$ cat config.mk
export PLATFORM = sky130hd
export DESIGN_NAME = whack_judge
export DESIGN_NICKNAME = d
export VERILOG_FILES = /design/src/rtl/whack_judge.sv
export SDC_FILE = /design/constraint.sdc
export NUM_CORES = 1
export LEC_CHECK = 0
export ABC_AREA = 1
export CAP_MARGIN = 15
export CELL_PAD_IN_SITES_DETAIL_PLACEMENT = 0
export CELL_PAD_IN_SITES_GLOBAL_PLACEMENT = 1
export CORE_AREA = 2 2 65 79
export DETAILED_ROUTE_END_ITERATION = 8
export DIE_AREA = 0 0 67 81
export PLACE_DENSITY_LB_ADDON = 0.1
export RECOVER_POWER = 25
export SYNTH_ARGS = -nofsm -noshare
export SYNTH_HDL_FRONTEND = slang
export SYNTH_SLANG_ARGS = --single-unit
$ cat constraint.sdc
create_clock -name clk -period 2.5 [get_ports clk]
set_clock_uncertainty 0.2 [all_clocks]
set_input_delay 0.25 -clock clk [delete_from_list [all_inputs] [get_ports clk]]
set_output_delay 0.25 -clock clk [all_outputs]
set_load 0.005 [all_outputs]
$ cat src/rtl/whack_judge.sv
// Per-mole hit/miss judge: synchronises and edge-detects the five game keys, times each
// mole's hit window, and counts misses up to a sticky game_lose.
module whack_judge #(
  parameter int WINDOW_TICKS   = 1000,
  parameter int CNT_W          = 10,
  parameter int MAX_MISSES     = 3,
  parameter int WRONG_KEY_MISS = 1
) (
  input  logic       clk,
  input  logic       rst_n,
  input  logic       tick,
  input  logic       mole_load,
  input  logic [2:0] mole_pos,
  input  logic [4:0] keys,
  input  logic       restart,
  output logic       correct_whack,
  output logic       miss_pulse,
  output logic [1:0] misses,
  output logic       mole_active,
  output logic       game_lose
);

  typedef enum logic [1:0] {IDLE, ARMED, DONE, LOST} state_e;

  localparam logic [CNT_W-1:0] LAST_CNT = CNT_W'(WINDOW_TICKS - 1);
  localparam logic [2:0]       MAX_M    = 3'(MAX_MISSES);

  state_e           state_q, state_d;
  logic [4:0]       s1_q, s2_q, s3_q, press;
  logic [2:0]       pos_q, pos_d;
  logic [CNT_W-1:0] cnt_q, cnt_d;
  logic [1:0]       misses_q, misses_d;
  logic             cw_q, cw_d, mp_q, mp_d, lose_q, lose_d;

  logic       valid_load, correct, wrong, hit, key_miss, timeout, miss;
  logic [4:0] tgt;
  logic [2:0] miss_inc;

  // s1/s2 resynchronise the raw levels, s3 remembers the previous level for edge detection
  always_ff @(posedge clk or negedge rst_n) begin
    if (!rst_n) begin
      s1_q <= '0;
      s2_q <= '0;
      s3_q <= '0;
    end else begin
      s1_q <= keys;
      s2_q <= s1_q;
      s3_q <= s2_q;
    end
  end

  assign press = s2_q & ~s3_q;

  always_comb begin
    tgt = '0;
    case (pos_q)
      3'd1: tgt = 5'b00001;
      3'd2: tgt = 5'b00010;
      3'd3: tgt = 5'b00100;
      3'd4: tgt = 5'b01000;
      3'd5: tgt = 5'b10000;
      default: tgt = '0;
    endcase
  end

  assign valid_load = mole_load && (mole_pos >= 3'd1) && (mole_pos <= 3'd5);
  assign correct    = |(press & tgt);
  assign wrong      = |(press & ~tgt);
  assign hit        = correct & ~wrong;
  assign key_miss   = wrong & ((WRONG_KEY_MISS != 0) | correct);
  assign timeout    = tick && (cnt_q == LAST_CNT);
  assign miss_inc   = {1'b0, misses_q} + 3'd1;

  always_comb begin
    state_d  = state_q;
    pos_d    = pos_q;
    cnt_d    = cnt_q;
    misses_d = misses_q;
    lose_d   = lose_q;
    cw_d     = 1'b0;
    mp_d     = 1'b0;
    miss     = 1'b0;
    if (restart) begin
      state_d  = IDLE;
      misses_d = '0;
      lose_d   = 1'b0;
      cnt_d    = '0;
    end else begin
      case (state_q)
        IDLE: if (valid_load) begin
          state_d = ARMED;
          pos_d   = mole_pos;
          cnt_d   = '0;
        end
        ARMED: begin
          if (hit) begin
            cw_d    = 1'b1;
            state_d = DONE;
          end else if (key_miss || timeout || valid_load) begin
            miss    = 1'b1;
            state_d = DONE;
          end else if (tick) begin
            cnt_d = cnt_q + 1'b1;
          end
          // a replacement mole re-arms immediately; the old one was resolved above
          if (valid_load) begin
            state_d = ARMED;
            pos_d   = mole_pos;
            cnt_d   = '0;
          end
          if (miss) begin
            mp_d = 1'b1;
            if (miss_inc >= MAX_M) begin
              misses_d = MAX_M[1:0];
              lose_d   = 1'b1;
              state_d  = LOST;
            end else begin
              misses_d = miss_inc[1:0];
            end
          end
        end
        DONE: if (valid_load) begin
          state_d = ARMED;
          pos_d   = mole_pos;
          cnt_d   = '0;
        end else if (mole_load) begin
          state_d = IDLE;
        end
        default: ;
      endcase
    end
  end

  always_ff @(posedge clk or negedge rst_n) begin
    if (!rst_n) begin
      state_q  <= IDLE;
      pos_q    <= '0;
      cnt_q    <= '0;
      misses_q <= '0;
      cw_q     <= 1'b0;
      mp_q     <= 1'b0;
      lose_q   <= 1'b0;
    end else begin
      state_q  <= state_d;
      pos_q    <= pos_d;
      cnt_q    <= cnt_d;
      misses_q <= misses_d;
      cw_q     <= cw_d;
      mp_q     <= mp_d;
      lose_q   <= lose_d;
    end
  end

  assign correct_whack = cw_q;
  assign miss_pulse    = mp_q;
  assign misses        = misses_q;
  assign game_lose     = lose_q;
  assign mole_active   = (state_q == ARMED);

endmodule

==> metrics.yaml <==
finalHoldViolCount: 0
fill_cells: 505
critical-path-max-stage-delay_ns: 0.43
grt_pass1_wl_um: 6570
cts_tree: "built"
grt_overflow_total: 0
initial_utilization_pct: 37.9
slew_headroom_pct: 42.4
grt_pass1_vias: 1483
grt_max_degree: 36
drtAntennaViolNets: 0
cp_cell_sequence: "ha_1 -> nand2_2 -> nor2_1 -> nand2_1 -> nor2_1 -> nor3_2 -> nand2_1 -> o21ai_2 -> nand2_2 -> inv_2 -> nand2_1 -> o21ai_0"
fin_cells: 317
avgViaCountPerCell: 4.58
die_y_um: 81
fmax_ghz: 0.457
critPathCaptureType: "flip-flop"
required_ns: 2.51
cts_buffer_depth: 2
slew_viol_final: 0
synth_top_area_cell: "dfrtp_1"
cts_resized: 0
dp.cells: 309
grt_setup_unrepaired: "no"
syn-num-nets: 247
cts_root_buf: "clkbuf_8"
crit_type: "reg -> reg"
cellPowerDensity_nw_per_um2: 739
syn_to_final_growth_pct: 21.2
cts_buffers: 5
ys_types: 26
drtIter0Drc: 57
num_vias: 1453
critPathMaxFanout: 15
holdWs_ns: 0.151
setup_viol: 0
worst_slew_pin_slew_ns: 0.864
die-area_sq_um: 5430
arrival_ns: 2.20
whs_path_depth: 0
max-vdd-ir-drop_mv: 0.280
synth_flop_cell: "dfrtp_1"
max-cap-violations: 0
r2r_cells: 12
ys_seq_area_share_pct: 48.5
cts_sinks: 35
post-route-util_pct: 46.0
die_w_um: 67
hold_buffers: 0
drc: 0
hpwl_um: 2970
track_usage_pct: 16.4
htree_levels: 2
yosysWarningCount: 0
gp_congestion: 0.793
setup_tns_ns: 0
worst_path_max_delay_cell: "dfrtp_1"
async_reset_ff_share_pct: 100
cp_common_cell: "nand2_1"
grt_busiest_layer: "met2"
netlist_area_sq_um: 1810
wire_per_inst_um: 12.4
post-cts-setup-buffers: 0
avgSynthCellArea_sq_um: 7.89
finalCritPeriodShare_pct: 87.6
core_area_sq_um: 4760
synth-seq-cells: 35
floorplan.rows: 28
yosysMostFrequentCell: "nand2_1"
status: "complete, no violations"
clk-insertion-delay-late_ns: 0.29
firstDrtPassIters: 4
grtUsageMet1_pct: 17.2
numPortBuffers: 18
fin_crit_ns: 2.19
drive_above_1_share_pct: 10.9
synth_commonest_cells: "57 x nand2_1, 35 x dfrtp_1, 33 x inv_1, 33 x nor2_1, 22 x nand3_1"
synth_edf_count: 0
netlist_instances: 229
start_kind: "flip-flop"
clk_pin_slew_worst_paths_ns: 0.08
total_leakage_power_nw: 1.07
netlist.area_leader.share_pct: 48.5
io_pins: 19
diodes: 0
final_nets: 274
gr-usage-met2_pct: 30.4
grt_util_met3_pct: 2.91
antenna_found_initial: 0
hp-class: "reg -> reg"
routed_wirelength_um: 3920
synth_area_leaders: "dfrtp_1 48%, nand2_1 12%, inv_1 6.9%"
[routing by layer]
layer  share of wire (%)  up-vias
li1                    -      773
met1                  43      659
met2                  52       14
met3                 2.5        7
met4                 2.5        0
met5                   0        -
[registers in the layout, indices dropped and copies added, names as in the netlist]
name,cells
correct_whack,1
s2_q,5
s1_q,5
misses,2
pos_q,3
game_lose,1
state_q,2
s3_q,5
cnt_q,10
miss_pulse,1
[final cells by class]
type | instances | area (sq um) | share of cell area (%)
Clock buffer | 5 | 68.8 | 3.14
Clock inverter | 3 | 47.5 | 2.17
Inverter | 35 | 131 | 6.00
Multi-Input combinational cell | 157 | 783 | 35.8
Sequential cell | 35 | 876 | 40.0
Tap cell | 60 | 75.1 | 3.43
Timing Repair Buffer | 22 | 208 | 9.49
[logic make-up after synthesis]
kind of cell	share of synthesized area [%]
AO/OA/AOI/OAI	7.89
buffers and inverters	8.17
flip-flops	48.5
adder cells (fa/ha/maj)	3.46
XOR/XNOR	1.45
AND/OR/NAND/NOR	30.5
[worst max-delay path, delay by kind of cell, from the launching register on]
family | cells | cell delay, ns
AO/OA/AOI/OAI | 2 | 0.21
adder cells (fa/ha/maj) | 1 | 0.25
buffers and inverters | 1 | 0.17
flip-flops | 1 | 0.43
AND/OR/NAND/NOR | 8 | 0.85
[power by group]
| part | switching [W] | internal, W | total (W) |
|---|---|---|---|
| sequential | 0.0000520 | 0.000616 | 0.000668 |
| combinational | 0.000264 | 0.000158 | 0.000422 |
| clock | 0.000226 | 0.000302 | 0.000529 |
| total | 0.000542 | 0.00108 | 0.00162 |
[metrics by stage]
stage	instance area, sq um	total power [W]	worst slack (ns)
2_1_floorplan	1810	0.000958	0.603
3_3_place_gp	2080	0.00111	0.300
3_5_place_dp	2080	0.00111	0.231
4_1_cts	2190	0.00164	0.294
5_1_grt	2190	0.00174	0.0616
6_report	2190	0.00162	0.310
[layout by cell type, fill, tap and decap left out, types with 2 or more instances in the layout]
cell / count
nor2_1: 33
nand2_1: 57
xor2_1: 2
dlygate4sd3_1: 6
dfrtp_1: 35
o21ai_0: 9
clkdlybuf4s50_1: 12
inv_1: 33
or2_2: 2
o21ai_2: 7
clkbuf_8: 5
nand2_2: 3
buf_4: 3
nand3_1: 22
nand4_1: 4
nor3_1: 4
ha_1: 5
[path summary, 6_finish.rpt]
check	slack (ns)	end	from
setup / recovery	0.31	cnt_q[6]	cnt_q[0]
hold / removal	0.15	s2_q[2]	s1_q[2]
setup reg to reg	0.31	cnt_q[6]	cnt_q[0]
hold reg to reg	0.15	s2_q[2]	s1_q[2]
max in group asynchronous	1.17	cnt_q[1]	rst_n
min in group asynchronous	0.40	s2_q[1]	rst_n
Note: power is estimated with default switching activity, not from simulation.
